==> config.mk <==
export PLATFORM = sky130hd
export DESIGN_NAME = mux_nto1_pipe_flat
export DESIGN_NICKNAME = d
export VERILOG_FILES = /design/src/rtl/mux_pkg.sv /design/src/rtl/mux_nto1_pipe_if.sv /design/src/rtl/mux_nto1_pipe_rr_arbiter.sv /design/src/rtl/mux_nto1_pipe.sv /design/src/flat_wrapper.sv
export SDC_FILE = /design/constraint.sdc
export NUM_CORES = 1
export LEC_CHECK = 0
export BUFFER_PORTS_ARGS = -buffer_cell sky130_fd_sc_hd__buf_2
export CAP_MARGIN = 20
export CORE_UTILIZATION = 46
export DETAILED_ROUTE_END_ITERATION = 6
export MAX_ROUTING_LAYER = met4
export PLACE_DENSITY = 0.92
export SETUP_SLACK_MARGIN = 0.1
export SKIP_LAST_GASP = 1
export SYNTH_ARGS = -nofsm -noshare
export SYNTH_HDL_FRONTEND = slang
export SYNTH_SLANG_ARGS = --single-unit
==> constraint.sdc <==
create_clock -name CLK -period 6.1 [get_ports CLK]
set_clock_uncertainty 0.2 [all_clocks]
set_input_delay 0 -clock CLK [delete_from_list [all_inputs] [get_ports CLK]]
set_output_delay 0 -clock CLK [all_outputs]
set_load 0.005 [all_outputs]
==> src/rtl/mux_pkg.sv <==
// mux_pkg: shared constants for the N-to-1 pipelined multiplexer.
//   MUX_MODE_DIRECT / MUX_MODE_RR : MODE input encodings
//   MUX_WIDTH_DEFAULT / MUX_N_DEFAULT : default channel width and channel count
package mux_pkg;

    localparam logic MUX_MODE_DIRECT = 1'b0;
    localparam logic MUX_MODE_RR     = 1'b1;

    localparam int MUX_WIDTH_DEFAULT = 32;
    localparam int MUX_N_DEFAULT     = 4;

endpackage

==> src/rtl/mux_nto1_pipe_if.sv <==
// mux_nto1_pipe_if: channel and result bus of the N-to-1 pipelined multiplexer.
//   X, X_VALID, X_READY : flattened input channels (channel i at X[i*WIDTH +: WIDTH])
//   C, MODE             : channel select (direct mode) and mode (0 direct, 1 round-robin)
//   R, R_SEL, R_VALID, R_READY : registered result and its handshake
//   modport master : the side driving channels and consuming the result
//   modport slave  : the multiplexer
interface mux_nto1_pipe_if
    import mux_pkg::*;
#(
    parameter int WIDTH = MUX_WIDTH_DEFAULT,
    parameter int N     = MUX_N_DEFAULT,
    parameter int SELW  = $clog2(N)
);
    logic [N*WIDTH-1:0] X;
    logic [N-1:0]       X_VALID;
    logic [N-1:0]       X_READY;
    logic [SELW-1:0]    C;
    logic               MODE;
    logic [WIDTH-1:0]   R;
    logic [SELW-1:0]    R_SEL;
    logic               R_VALID;
    logic               R_READY;

    modport master (
        output X, X_VALID, C, MODE, R_READY,
        input  X_READY, R, R_SEL, R_VALID
    );

    modport slave (
        input  X, X_VALID, C, MODE, R_READY,
        output X_READY, R, R_SEL, R_VALID
    );
endinterface

==> src/rtl/mux_nto1_pipe_rr_arbiter.sv <==
// rr_arbiter: combinational round-robin pick among N requesters.
//   REQ     : request vector
//   PTR     : highest-priority index for this cycle
//   GNT     : one-hot grant
//   GNT_IDX : index of the granted requester
//   ANY     : at least one request present
// The search from PTR upward with wrap is done as two linear passes:
// first the indices >= PTR, then (only if nothing was found) from 0.
module rr_arbiter
#(
    parameter int N    = 4,
    parameter int SELW = $clog2(N)
) (
    input  logic [N-1:0]    REQ,
    input  logic [SELW-1:0] PTR,
    output logic [N-1:0]    GNT,
    output logic [SELW-1:0] GNT_IDX,
    output logic            ANY
);

    always_comb begin
        GNT     = '0;
        GNT_IDX = '0;
        ANY     = 1'b0;
        for (int i = 0; i < N; i++) begin
            if (!ANY && REQ[i] && (int'(PTR) <= i)) begin
                ANY     = 1'b1;
                GNT[i]  = 1'b1;
                GNT_IDX = SELW'(i);
            end
        end
        for (int i = 0; i < N; i++) begin
            if (!ANY && REQ[i]) begin
                ANY     = 1'b1;
                GNT[i]  = 1'b1;
                GNT_IDX = SELW'(i);
            end
        end
    end

endmodule

==> src/rtl/mux_nto1_pipe.sv <==
// mux_nto1_pipe: N-to-1 multiplexer with a single registered output stage.
//   CLK     : clock, rising edge
//   RST_N   : synchronous active-low reset
//   bus     : mux_nto1_pipe_if.slave (channels, select, mode, result handshake)
//   SEL_ERR : sticky out-of-range select flag, present only when the macro
//             MUX_NTO1_SEL_ERR_EN is defined
// Direct mode takes channel C; round-robin mode grants the first valid channel
// at or above the rotating pointer. One transfer per cycle when the output
// is drained every cycle.
module mux_nto1_pipe
    import mux_pkg::*;
#(
    parameter int WIDTH = MUX_WIDTH_DEFAULT,
    parameter int N     = MUX_N_DEFAULT,
    parameter int SELW  = $clog2(N)
) (
    input  logic CLK,
    input  logic RST_N,
`ifdef MUX_NTO1_SEL_ERR_EN
    output logic SEL_ERR,
`endif
    mux_nto1_pipe_if.slave bus
);

    logic [WIDTH-1:0] r_q, r_d;
    logic [SELW-1:0]  r_sel_q, r_sel_d;
    logic             r_valid_q, r_valid_d;
    logic [SELW-1:0]  ptr_q, ptr_d;

    logic [N-1:0]     rr_gnt;
    logic [SELW-1:0]  rr_idx;
    logic             rr_any;

    logic             free;
    logic             c_oob;
    logic [N-1:0]     x_ready;
    logic [SELW-1:0]  sel_idx;
    logic             acc;
    logic [WIDTH-1:0] sel_data;

    rr_arbiter #(.N(N), .SELW(SELW)) u_arb (
        .REQ     (bus.X_VALID),
        .PTR     (ptr_q),
        .GNT     (rr_gnt),
        .GNT_IDX (rr_idx),
        .ANY     (rr_any)
    );

    assign free = !r_valid_q || bus.R_READY;

    // C is out of range when it matches no channel index; avoids a constant
    // compare when N is a power of two.
    always_comb begin
        c_oob = 1'b1;
        for (int i = 0; i < N; i++) begin
            if (bus.C == SELW'(i)) c_oob = 1'b0;
        end
    end

    // Direct-mode ready depends only on C, MODE and output state, never on X_VALID.
    always_comb begin
        x_ready = '0;
        sel_idx = '0;
        if (RST_N) begin
            if (bus.MODE == MUX_MODE_DIRECT) begin
                sel_idx = bus.C;
                for (int i = 0; i < N; i++) begin
                    x_ready[i] = free && (bus.C == SELW'(i));
                end
            end else begin
                sel_idx = rr_idx;
                x_ready = rr_gnt & {N{free}};
            end
        end
    end

    assign acc = |(x_ready & bus.X_VALID);

    always_comb begin
        sel_data = '0;
        for (int i = 0; i < N; i++) begin
            if (sel_idx == SELW'(i)) sel_data = bus.X[i*WIDTH +: WIDTH];
        end
    end

    always_comb begin
        r_d       = r_q;
        r_sel_d   = r_sel_q;
        r_valid_d = r_valid_q;
        ptr_d     = ptr_q;
        if (acc) begin
            r_d       = sel_data;
            r_sel_d   = sel_idx;
            r_valid_d = 1'b1;
            if (bus.MODE == MUX_MODE_RR) begin
                ptr_d = (rr_idx == SELW'(N-1)) ? '0 : rr_idx + SELW'(1);
            end
        end else if (r_valid_q && bus.R_READY) begin
            r_valid_d = 1'b0;
        end
    end

    always_ff @(posedge CLK) begin
        if (!RST_N) begin
            r_q       <= '0;
            r_sel_q   <= '0;
            r_valid_q <= 1'b0;
            ptr_q     <= '0;
        end else begin
            r_q       <= r_d;
            r_sel_q   <= r_sel_d;
            r_valid_q <= r_valid_d;
            ptr_q     <= ptr_d;
        end
    end

`ifdef MUX_NTO1_SEL_ERR_EN
    logic sel_err_q, sel_err_d;

    assign sel_err_d = sel_err_q || ((bus.MODE == MUX_MODE_DIRECT) && c_oob);

    always_ff @(posedge CLK) begin
        if (!RST_N) sel_err_q <= 1'b0;
        else        sel_err_q <= sel_err_d;
    end

    assign SEL_ERR = sel_err_q;
`else
    // Out-of-range C already yields no ready bit; nothing else to record.
    logic unused_c_oob;
    assign unused_c_oob = c_oob;
`endif

    assign bus.X_READY = x_ready;
    assign bus.R       = r_q;
    assign bus.R_SEL   = r_sel_q;
    assign bus.R_VALID = r_valid_q;

endmodule

==> src/flat_wrapper.sv <==
// flat-port wrapper written by rule: the top's interface ports become plain ports
module mux_nto1_pipe_flat import mux_pkg::*;
#(
    parameter int WIDTH = MUX_WIDTH_DEFAULT,
    parameter int N     = MUX_N_DEFAULT,
    parameter int SELW  = $clog2(N)
)
  (CLK, RST_N, bus_X, bus_X_VALID, bus_C, bus_MODE, bus_R_READY, bus_X_READY, bus_R, bus_R_SEL, bus_R_VALID);
  mux_nto1_pipe_if #(.WIDTH(WIDTH), .N(N), .SELW(SELW)) bus_i ();
  input  logic CLK;
  input  logic RST_N;
  input wire logic [$bits(bus_i.X)-1:0] bus_X;
  input wire logic [$bits(bus_i.X_VALID)-1:0] bus_X_VALID;
  input wire logic [$bits(bus_i.C)-1:0] bus_C;
  input wire logic [$bits(bus_i.MODE)-1:0] bus_MODE;
  input wire logic [$bits(bus_i.R_READY)-1:0] bus_R_READY;
  output wire logic [$bits(bus_i.X_READY)-1:0] bus_X_READY;
  output wire logic [$bits(bus_i.R)-1:0] bus_R;
  output wire logic [$bits(bus_i.R_SEL)-1:0] bus_R_SEL;
  output wire logic [$bits(bus_i.R_VALID)-1:0] bus_R_VALID;
  assign bus_i.X = bus_X;
  assign bus_i.X_VALID = bus_X_VALID;
  assign bus_i.C = bus_C;
  assign bus_i.MODE = bus_MODE;
  assign bus_i.R_READY = bus_R_READY;
  assign bus_X_READY = bus_i.X_READY;
  assign bus_R = bus_i.R;
  assign bus_R_SEL = bus_i.R_SEL;
  assign bus_R_VALID = bus_i.R_VALID;
  mux_nto1_pipe #(.WIDTH(WIDTH), .N(N), .SELW(SELW)) u_core (.CLK(CLK), .RST_N(RST_N), .bus(bus_i));
endmodule
Yosys cells after proc, flatten, opt, wreduce, memory -nomap -nowiden
Index checks and enable logic that the tools add are counted.
W data, S select, Z words.
{ "totals": {"ff_bits": 37, "inputBits": 138, "wordCells": 78} }
{ "op_classes": {"addsub": 1, "order_cmp": 3, "eq_ne": 7, "muxes": 32, "bitwise": 2, "reduce_logical": 29} }
{ "ops": {"columns": ["op", "n"], "rows": [
  ["$mux W32", 4],
  ["$mux W2", 9],
  ["$mux W1", 17],
  ["$logic_and A1 B1 Y1", 15],
  ["$eq A2 B2 Y1 const B", 5],
  ["$and A4 B4 Y4", 2],
  ["$logic_not A1 Y1", 8],
  ["$mux W4", 2],
  ["$eq A2 B1 Y1 const B", 2],
  ["$le A2 B1 Y1 const B", 2],
  ["$logic_not A2 Y1", 2],
  ["$reduce_or A4 Y1", 1],
  ["$add A2 B1 Y2 const B", 1],
  ["$le A2 B2 Y1 const B", 1],
  ["$reduce_and A2 Y1", 1],
  ["$reduce_bool A2 Y1", 1],
  ["$logic_or A1 B1 Y1", 1]
]} }

Logic depth before layout (Yosys ltp)
Gate-level depths: netlist (run 1).
{ "logic_depth": {"word_depth": 33, "depth_mapped": 9, "depth_no_buf": 6} }

By module
From an unflattened synthesis (run 1), not the netlist that was laid out.
{ "hier_totals": {"cells_unflattened": 348, "hier_area_um2": 2829.0} }
{ "modules_own_cells": {"columns": ["module", "n_inst", "cells_per_inst", "area_per_inst_um2", "seq_area_each_um2"], "rows": [
  ["mux_nto1_pipe", 1, 317, 2641.3, 740.7],
  ["rr_arbiter", 1, 31, 187.7, 0.0]
]} }

Worst setup path after synthesis (run 1)
OpenSTA, ideal clock, no wires.
{ "synth_path": {"kind": "reg2reg", "startpoint": "reg u_core.ptr_q[1]", "endpoint": "reg u_core.r_q[0], in the netlist u_core.bus.R[0]", "setup_ns": 0.117, "t_arrival_ns": 1.843, "t_required_ns": 5.783, "setup_slack_ns": 3.939, "path_stages_with_launch": 9, "cell_sequence": "dfxtp_1 -> mux2i_1 -> o221a_1 -> a21o_1 -> nand2_1 -> buf_2 -> clkbuf_1 -> a211o_1 -> a32o_1"} }
{ "synth_between": {"elab_chain_len": 33, "elab_cells_between_ends": 56, "cone_classes": "order compare: 3; eq/ne: 3; mux: 29; bitwise: 2; reduce/logical: 19"} }
{ "synth_rtl": {"columns": ["element", "line_no", "source"], "rows": [
  ["start, declared", "mux_nto1_pipe.sv:28", "logic [SELW-1:0] ptr_q, ptr_d;"],
  ["start signal, assigned", "mux_nto1_pipe.sv:113", "ptr_q <= ptr_d;"],
  ["$le A2 B1 Y1", "mux_nto1_pipe_rr_arbiter.sv:26", "if (!ANY && REQ[i] && (int'(PTR) <= i)) begin"],
  ["$logic_and A1 B1 Y1", "mux_nto1_pipe_rr_arbiter.sv:26", null],
  ["$mux W1", "mux_nto1_pipe_rr_arbiter.sv:26", null],
  ["$logic_not A1 Y1", "mux_nto1_pipe_rr_arbiter.sv:26", null],
  ["$logic_and A1 B1 Y1 (2 in series)", "mux_nto1_pipe_rr_arbiter.sv:26", null],
  ["$mux W1", "mux_nto1_pipe_rr_arbiter.sv:26", null],
  ["$logic_not A1 Y1", "mux_nto1_pipe_rr_arbiter.sv:26", null],
  ["$logic_and A1 B1 Y1 (2 in series)", "mux_nto1_pipe_rr_arbiter.sv:26", null],
  ["[... 12 more ...]", null, null],
  ["$mux W1", "mux_nto1_pipe_rr_arbiter.sv:33", "if (!ANY && REQ[i]) begin"],
  ["$logic_not A1 Y1", "mux_nto1_pipe_rr_arbiter.sv:33", null],
  ["$logic_and A1 B1 Y1", "mux_nto1_pipe_rr_arbiter.sv:33", null],
  ["$mux W2", "mux_nto1_pipe_rr_arbiter.sv:33", null],
  ["$mux W2", "mux_nto1_pipe.sv:65", "if (bus.MODE == MUX_MODE_DIRECT) begin"],
  ["$mux W2", "mux_nto1_pipe.sv:64", "if (RST_N) begin"],
  ["$logic_not A2 Y1", "mux_nto1_pipe.sv:82", "if (sel_idx == SELW'(i)) sel_data = bus.X[i*WIDTH +: WIDTH];"],
  ["$mux W32 (4 in series)", "mux_nto1_pipe.sv:82", null],
  ["end signal, assigned", "mux_nto1_pipe.sv:110", "r_q <= r_d;"],
  ["end, declared", "mux_nto1_pipe.sv:25", "logic [WIDTH-1:0] r_q, r_d;"]
]} }
Parallel ways exist; a longest one is shown, timed or not.
A chain may end at the register's enable or synchronous reset.

Worst setup path after layout (run 1)
{ "layout_path": {"startpoint": "reg u_core.ptr_q[1]", "endpoint": "reg u_core.r_q[18], in the netlist u_core.bus.R[18]"} }
The elaborated chain is that of the path after synthesis.

==> metrics.cfg, run 1 <==
[floorplanning]
die_area_um2=6180
start_util=0.485
ios=177
die_h_um=78.6
core_area_um2=5570
die_w_um=78.6
core.rowCount=27

[critical_path]
critPathMostFrequentCell=dlygate4sd3_1
cp.required_ns=6.08
crit_path_max_incr_delay_ns=0.61
worstSetupStartpointType=register
crit_chain=mux2i_1 -> o221a_1 -> a21o_1 -> nand2_2 -> buf_12 -> a211o_1 -> dlygate4sd3_1 -> a32o_1 -> dlygate4sd3_1
critPathCaptureType=register
slowest_stage=dfxtp_1
path_class=register to register
critPathMaxFanout=45
crit_arrival_ns=3.90

[yosys]
synthTopCellsByCount=65 x and3_1, 64 x a211o_1, 37 x dfxtp_1
synth_edf_count=0
synth_cells=311
syn_area_um2=2700
synth.most_common_cell=and3_1
synth-main-ff-cell=dfxtp_1
synth.area.top_cells=dfxtp_1 27%, a211o_1 21%, and3_1 15%, a32o_1 12%, buf_6 2.9%
synth.distinct_cells=40
netlist.area_leader.share=0.274
synth_seq_cells=37
synth_nets=449
async_flop_share=0
syn_avg_cell_area_um2=8.69
ys_warn_count=0
seq_area_frac_synth=0.274
yosysTopAreaCell=dfxtp_1

[clocking]
cts_buffers=5
cts-root-buf=clkbuf_8
cts_tree=built
clkTransAtPathRegs_ns=0.08
cts_sinks=37
clk_latency_ns=0.29
cts_resized=0
cts-htree-levels=2
clock_path_buffers=2

[global_routing]
grt_pass1_vias=3819
grt_first_pass_wirelength_um=17100
grt_max_degree=70
grtUsageTotal=0.363
antenna_found_initial=0
gr-total-overflow=0

[pwr]
vdd_drop_max_v=0.000149
p_leak_nw=2.40
p_switching_mw=0.259
p_seq_frac=0.336
clockPowerShare=0.286
power.total_mw=0.892
p_comb_frac=0.378
swShare=0.291
p_int_mw=0.633
powerDensity_nw_per_um2=195

[detailed_routing]
wl_um=11400
drt.antenna.violating_nets=0
vias=3824
routedWlPerCell_um=18.2
drc=0
drt-pass1-iter-count=5
routed_via_density=6.15
drtIter0Drc=298

[timing]
worst_pin_slew_ns=1.05
min_period_ns=3.92
final.period_utilization=0.643
clock.fmax_ghz=0.255
relSlewSlack=0.297
finalSetupViolCount=0
fin_tns_setup_ns=0
drv_slew=0
hold_slack_ns=0.146
hold_violations=0
rsz0062_at_grt=false

[status]
status=completed

[finish]
syn_to_final_growth_pct=68.9
drive_above_1_share=0.355
fill_cells=377
fin_nets=687
final_cell_area_um2=4560
final_util=0.818
antenna_cells=0

[place]
dpl-instance-area_um2=3520
io_buffers=176
gp_congestion=0.921
dpl.hpwl_um=6070

[hold_path]
hold_path.class=primary input to register

[flow_run]
drv_cap=0

[per-layer routing]
metal | global-route usage | part of all wire
met1 | 0.349 | 0.36
met2 | 0.675 | 0.52
met3 | 0.0733 | 0.080
met4 | 0.200 | 0.039
met5 | - | 0
[area by class of cell]
cell class,instances,area (um2),area share
flip-flops and latches,37,741,0.162
well taps,72,90.1,0.0197
clock inverters,3,65.1,0.0143
repair buffers,271,1830,0.402
multi-input cells,230,1750,0.383
inverters,4,15.0,0.00329
clock buffers,5,68.8,0.0151
[timing repair]
action / 4_1_cts / 5_1_grt
endpoints found under the hold margin: 35 / 0
hold buffers: 91 / 0
setup buffers: 0 / 0
[layout by cell type, fill, tap and decap left out, types with 3 or more instances in the layout]
cell	count
nand2_1	4
buf_2	176
o21a_1	3
a21oi_1	9
and3_1	65
a211o_1	64
dfxtp_1	37
nor2b_1	4
nor2_1	10
inv_1	4
a32o_1	32
dlygate4sd3_1	91
clkbuf_8	5
buf_4	3
nand2b_1	3
o21ai_0	3
[sequential cells by signal, summed over array words and instances (netlist names)]
name	flops
u_core.bus.R	32
u_core.bus.R_SEL	2
u_core.ptr_q	2
u_core.bus.R_VALID	1
[through the flow]
| stage | cells | worst slack (ns) |
|---|---|---|
| after floorplan | 311 | 3.94 |
| after global placement | 522 | 3.20 |
| after detailed placement | 523 | 3.36 |
| after CTS | 622 | 2.33 |
| after global routing | 622 | 2.00 |
| final | 622 | 2.18 |
[logic make-up (layout without fill, tap and decap cells)]
family          after synthesis  count (layout)  synth area share
compound gates              131             131             0.420
buf+inv                      44             283            0.0871
flops                        37              37             0.274
mux                           2               2           0.00741
simple gates                 97              97             0.211
[power by group through the flow]
stage | Combinational [mW] | Clock (mW) | Sequential [mW]
floorplan | 0.145 | 0 | 0.302
global placement | 0.237 | 0 | 0.299
detailed placement | 0.247 | 0 | 0.301
CTS | 0.323 | 0.258 | 0.295
global route | 0.359 | 0.268 | 0.303
finish | 0.337 | 0.255 | 0.299
[worst max-delay path, delay by kind of cell, from the launching register on]
kind | cells | cell delay, ns
AND/OR/NAND/NOR | 1 | 0.27
multiplexers | 1 | 0.26
flip-flops | 1 | 0.61
buffers and inverters | 3 | 1.47
AO/OA/AOI/OAI | 4 | 0.96
[worst paths after layout]
path	from	to	slack [ns]	depth (start not counted)
max	u_core.ptr_q[1]	u_core.bus.R[18]	2.18	9
min	bus_X_VALID[0]	u_core.ptr_q[1]	0.15	4
min reg2reg	u_core.bus.R_SEL[0]	u_core.bus.R_SEL[0]	0.29	1
max reg2reg	u_core.ptr_q[1]	u_core.bus.R[18]	2.18	9
Power figures use the tool's default switching activity.
==> run 2, diff against run 1 <==
Settings changed: CORE_UTILIZATION 46 to 39, PLACE_DENSITY 0.92 to 0.83.
Clock period 6.1 ns to 3.32 ns, I/O delays scaled along.
==> run 2 against run 1 <==
Effect of this change: core utilization down 11 points; sequential power increased by 83%; via count is 1.4% lower; final area increased by 0.82%; combinational power rose by 76%; critical path depth decreased by 1; first-iteration DRC count shrank 37%; count of clock-buffer cells in the layout is 2 higher; sequential share of layout area down 0.11 points; die area is 17% higher; wire length decreased by 4.4%; clock power is 25% higher; largest cell class unchanged; highest routed layer unchanged.
==> metrics.cfg, run 2 (synthesis gave the netlist of run 1 again) <==
[critical_path]
critPathMaxFanout=64  ; +42%
cp.required_ns=3.28  ; -2.80 ns
crit_arrival_ns=3.00  ; -0.90 ns
path_class=register to register
reg2reg_slack_ns=0.28  ; -1.90 ns
critPathCaptureType=register
worstSetupStartpointType=register

[detailed_routing]
routedWlPerCell_um=17.1  ; -6.5%
drtIter0Drc=189  ; -37%
routed_via_density=5.93  ; -3.6%
wl_um=10800  ; -4.4%
drt-pass1-iter-count=5  ; unchanged
drc=0  ; unchanged
drt.antenna.violating_nets=0  ; unchanged
vias=3769  ; -1.4%

[floorplanning]
start_util=0.414  ; -0.0710
ios=177  ; unchanged
die_w_um=85.2  ; +8.4%
core.rowCount=29  ; +7.4%
core_area_um2=6530  ; +17%
die_area_um2=7260  ; +17%
die_h_um=85.2  ; +8.4%

[clocking]
cts_buffers=5  ; unchanged
cts_tree=built
cts-htree-levels=2  ; unchanged
clk_latency_ns=0.28  ; about the same
clkTransAtPathRegs_ns=0.07  ; about the same
cts_sinks=37  ; unchanged
cts-root-buf=clkbuf_8
clock_path_buffers=2  ; unchanged
cts_setup_buffers=0  ; unchanged

[timing]
fin_tns_setup_ns=0  ; unchanged
relSlewSlack=0.364  ; +0.0673
finalSetupViolCount=0  ; unchanged
hold_slack_ns=0.0134  ; -0.133 ns
rsz0062_at_grt=false
final.period_utilization=0.915  ; +0.273
hold_violations=0  ; unchanged
min_period_ns=3.04  ; -0.881 ns
drv_slew=0  ; unchanged
worst_pin_slew_ns=0.954  ; -0.101 ns
clock.fmax_ghz=0.329  ; +29%

[flow_run]
drv_cap=0  ; unchanged

[place]
dpl.hpwl_um=6160  ; +1.4%
gp_congestion=0.900  ; -2.3%
io_buffers=176  ; unchanged

[global_routing]
grtUsageTotal=0.304  ; -0.0594
antenna_found_initial=0  ; unchanged
gr-total-overflow=0  ; unchanged
grt_pass1_vias=3768  ; -1.3%
grt_max_degree=70  ; unchanged
grt_first_pass_wirelength_um=17100  ; about the same

[finish]
final_common_cell=buf_2
final_util=0.704  ; -0.114
antenna_cells=0  ; unchanged
fin_nets=697  ; +1.5%
drive_above_1_share=0.354  ; about the same
syn_to_final_growth_pct=70.3
fill_cells=509  ; +35%
largest_reg_flops=32  ; unchanged
layout.cells.most_common_list=176 x buf_2, 97 x dlygate4sd3_1, 65 x and3_1, 64 x a211o_1, 36 x dfxtp_1

[pwr]
vdd_drop_max_v=0.000216  ; +45%
p_leak_nw=2.38  ; -0.98%
power.total_mw=1.46  ; +64%
powerDensity_nw_per_um2=317  ; +62%

[hold_path]
hold_path.class=primary input to register

[status]
status=completed

## run 2: metal layers
layer / GRT usage / vias up / wire, um
met5: - / - / 0
met4: 0.139 / 0 / 348
met3: 0.0477 / 34 / 729
met2: 0.550 / 212 / 5640
met1: 0.325 / 1781 / 4130
li1: - / 1742 / -
## run 2: stage by stage
step           instance area (um2)  cells  setup WS [ns]
6_report                      4600    636          0.281
5_1_grt                       4600    636          0.177
4_1_cts                       4600    636          0.208
3_5_place_dp                  3540    532          0.742
3_3_place_gp                  3540    532          0.805
2_1_floorplan                 2700    311           1.16
## run 2: critical path, stage by stage, from the launching register on
cell	delay (ns)
dfxtp_2	0.48
mux2i_1	0.12
o221a_1	0.26
a21o_1	0.18
buf_4	0.29
and3_1	0.27
a211o_1	0.26
a32o_1	0.26
dlygate4sd3_1	0.57
## run 2: repair_timing
action,4_1_cts,5_1_grt
endpoints found under the setup margin,0,32
hold buffers,97,0
hold endpoints to repair,35,0
gates resized for setup,0,1
## run 2: path summary, 6_finish.rpt
path,endpoint,from,cells past startpoint
worst max-delay path,u_core.bus.R[7],u_core.ptr_q[1],8
worst min-delay path,u_core.bus.R[21],bus_X[53],4
worst max register to register,u_core.bus.R[7],u_core.ptr_q[1],8
worst min register to register,u_core.bus.R[10],u_core.bus.R[10],1
## run 2: layout make-up
class,count,area (um2),area share
timing repair buffer,281,1910,0.416
multi-input combinational,230,1750,0.380
sequential,37,742,0.161
tap,77,96.3,0.0209
clock buffer,7,86.3,0.0188
inverter,4,15.0,0.00326
## run 2: power breakdown
| group | leakage [nW] | switching (mW) | internal (mW) |
|---|---|---|---|
| Sequential | 0.307 | 0.0378 | 0.508 |
| Combinational | 2.03 | 0.256 | 0.338 |
| Clock | 0.0443 | 0.156 | 0.165 |
| Total | 2.38 | 0.449 | 1.01 |
==> run 3, diff against run 2 <==
Settings changed: BUFFER_PORTS_ARGS -buffer_cell sky130_fd_sc_hd__buf_2 to -buffer_cell sky130_fd_sc_hd__buf_4, CORE_ASPECT_RATIO set to 1.2.
==> run 3 against run 2 <==
Effect of this change: the flow now stops in clock tree synthesis (4_1_cts); synthesized area unchanged; synthesized cell count unchanged.
==> metrics.cfg, run 3 <==
[floorplanning]
die_w_um=78.0  ; -8.5%
die_h_um=93.2  ; +9.3%
core.rowCount=32  ; +10%
ios=177  ; unchanged
start_util=0.411  ; -0.00221

[yosys]
ys_warn_count=0  ; unchanged
synth.area.top_cells=dfxtp_1 27%, a211o_1 21%, and3_1 15%, a32o_1 12%, buf_6 2.9%
synth_cells=311  ; unchanged
netlist.area_leader.share=0.274  ; unchanged
synth_seq_cells=37  ; unchanged
synth-main-ff-cell=dfxtp_1
synth_nets=449  ; unchanged
yosysTopAreaCell=dfxtp_1
seq_area_frac_synth=0.274  ; unchanged
synth_edf_count=0  ; unchanged
synthTopCellsByCount=65 x and3_1, 64 x a211o_1, 37 x dfxtp_1
syn_area_um2=2700  ; unchanged
synth.most_common_cell=and3_1
synth.distinct_cells=40  ; unchanged
async_flop_share=0  ; unchanged
syn_avg_cell_area_um2=8.69  ; unchanged

[place]
dpl-instance-area_um2=3990  ; +13%
gp_congestion=0.830  ; -7.7%
io_buffers=176  ; unchanged
dpl.hpwl_um=6700  ; +8.7%

[status]
lastStage=clock tree synthesis (4_1_cts)
status=aborted with a tool error
first-error=[ERROR RSZ-0060] Max buffer count reached.

[clocking]
cts-htree-levels=2  ; unchanged
clock_path_buffers=2  ; unchanged
hold_buffers=110  ; +13%
cts_sinks=37  ; unchanged
cts_setup_buffers=0  ; unchanged
cts_buffers=5  ; unchanged
cts-root-buf=clkbuf_8
cts_resized=0  ; unchanged

[run 3: cell families after synthesis]
logic type | Yosys count | synth area share
buffers and inverters | 44 | 0.0871
and+or+nand+nor | 97 | 0.211
DFF | 37 | 0.274
AOI/OAI and AO/OA | 131 | 0.420
muxes | 2 | 0.00741
[run 3: through the flow]
step	worst slack, ns	instances
after detailed placement	0.537	538
after global placement	0.658	538
after floorplan	1.16	311
==> run 4, diff against run 3 <==
Settings changed: CORE_ASPECT_RATIO 1.2 to not set, CORE_UTILIZATION 39 to 35, MAX_ROUTING_LAYER met4 to not set, PLACE_DENSITY 0.83 to not set, PLACE_DENSITY_LB_ADDON set to 0.15, SETUP_SLACK_MARGIN 0.1 to not set.
Clock period 3.32 ns to 4.32 ns, I/O delays scaled along.
==> run 4 against run 3 <==
Effect of this change: the run now ends clean.
==> metrics.cfg, run 4 (synthesis gave the netlist of run 1 again) <==
[status]
status=completed

[timing]
rsz0062_at_grt=false
relSlewSlack=0.293
drv_slew=0
clock.fmax_ghz=0.252
min_period_ns=3.97
worst_pin_slew_ns=1.06
finalSetupViolCount=0
hold_violations=0
final.period_utilization=0.919
fin_tns_setup_ns=0

[pwr]
power.total_mw=1.21
vdd_drop_max_v=0.000132
swShare=0.302
p_seq_frac=0.350
p_comb_frac=0.450
clockPowerShare=0.200
p_switching_mw=0.364
p_leak_nw=2.53
powerDensity_nw_per_um2=239
p_int_mw=0.843

[clocking]
cts_tree=built
clk_latency_ns=0.29
cts_setup_buffers=0  ; unchanged
cts_resized=0  ; unchanged
cts_buffers=5  ; unchanged
clock_path_buffers=2  ; unchanged
clkTransAtPathRegs_ns=0.07
cts-root-buf=clkbuf_8
cts-htree-levels=2  ; unchanged
cts_sinks=37  ; unchanged
hold_buffers=98  ; -11%

[hold_path]
min_from=RST_N
hold_path.class=primary input to register

[global_routing]
gr-total-overflow=0
grtUsageTotal=0.271
grt_pass1_vias=3685
gr-usage-met2=0.480
use_met3=0.0584
grtUsageMet1=0.318
grt_max_degree=70
grt_first_pass_wirelength_um=17900
antenna_found_initial=0
grt-busiest-layer=met2

[floorplanning]
ios=177  ; unchanged
start_util=0.367  ; -0.0448
core.rowCount=31  ; -3.1%
core_area_um2=7370
die_w_um=89.9  ; +15%
die_area_um2=8070
die_h_um=89.9  ; -3.6%

[critical_path]
reg2reg_slack_ns=0.35
path_class=register to register
r2r_start=u_core.ptr_q[1]
worstSetupStartpointType=register
cp-startpoint=u_core.ptr_q[1]
critPathMaxFanout=47
cp.required_ns=4.30
crit_arrival_ns=3.95
critPathCaptureType=register

[detailed_routing]
wl_um=11100
drc=0
drt.antenna.violating_nets=0
vias=3723
routed_via_density=5.68
drtIter0Drc=142
routedWlPerCell_um=17.0
drt-pass1-iter-count=5

[place]
io_buffers=176  ; unchanged
dpl.hpwl_um=6520  ; -2.7%
gp_congestion=0.902  ; +8.6%

[finish]
layout.cells.most_common_list=180 x buf_4, 98 x dlygate4sd3_1, 65 x and3_1, 64 x a211o_1, 37 x dfxtp_1
largest_reg_flops=32
syn_to_final_growth_pct=86.7
antenna_cells=0
drive_above_1_share=0.348
final_common_cell=buf_4
fin_nets=694

[flow_run]
drv_cap=0

## run 4: critical path: stages (launching register included)
cell and delay, ns:
dfxtp_1 0.62, mux2i_1 0.25, o221a_1 0.24, a21o_1 0.15, nand2_2 0.23, buf_4 0.39, a211o_1 0.34, dlygate4sd3_1 0.57
a32o_1 0.27, dlygate4sd3_1 0.56
## run 4: final timing paths
path	endpoint	depth (start not counted)
worst max-delay path	u_core.bus.R[1]	9
worst min-delay path	u_core.bus.R_VALID	2
worst max register to register	u_core.bus.R[1]	9
worst min register to register	u_core.bus.R_SEL[1]	1
## run 4: metal layers
metal | vias up | routed length [um]
met1 | 1792 | 4490
met4 | 0 | 259
met5 | - | 0
met3 | 20 | 794
met2 | 171 | 5580
li1 | 1740 | -
## run 4: final cells by class
type                            instances  area, um2
Timing Repair Buffer                  278       2330
Tap cell                               99        124
Multi-Input combinational cell        230       1750
Fill cell                             607       2330
Sequential cell                        37        741
Inverter                                4       15.0
Clock buffer                            6       72.6
Clock inverter                          2       10.0
## run 4: power groups by stage
stage               logic (mW)  registers [mW]  clock network [mW]
global placement         0.413           0.426                   0
CTS                      0.532           0.421               0.247
floorplan                0.204           0.426                   0
finish                   0.543           0.423               0.241
global route             0.585           0.427               0.256
detailed placement       0.413           0.428                   0
## run 4: per-stage QoR
step / utilization / cell area (um2) / hold slack (ns) / cells / worst slack (ns)
2_1_floorplan: - / 2700 / -0.0766 / 311 / 2.16
3_3_place_gp: 0.540 / 3980 / 0.154 / 550 / 1.52
3_5_place_dp: 0.540 / 3980 / 0.160 / 550 / 1.44
4_1_cts: 0.684 / 5040 / 0.0120 / 656 / 0.489
5_1_grt: 0.684 / 5040 / 0.0441 / 656 / 0.215
6_report: 0.684 / 5040 / 0.000437 / 656 / 0.351
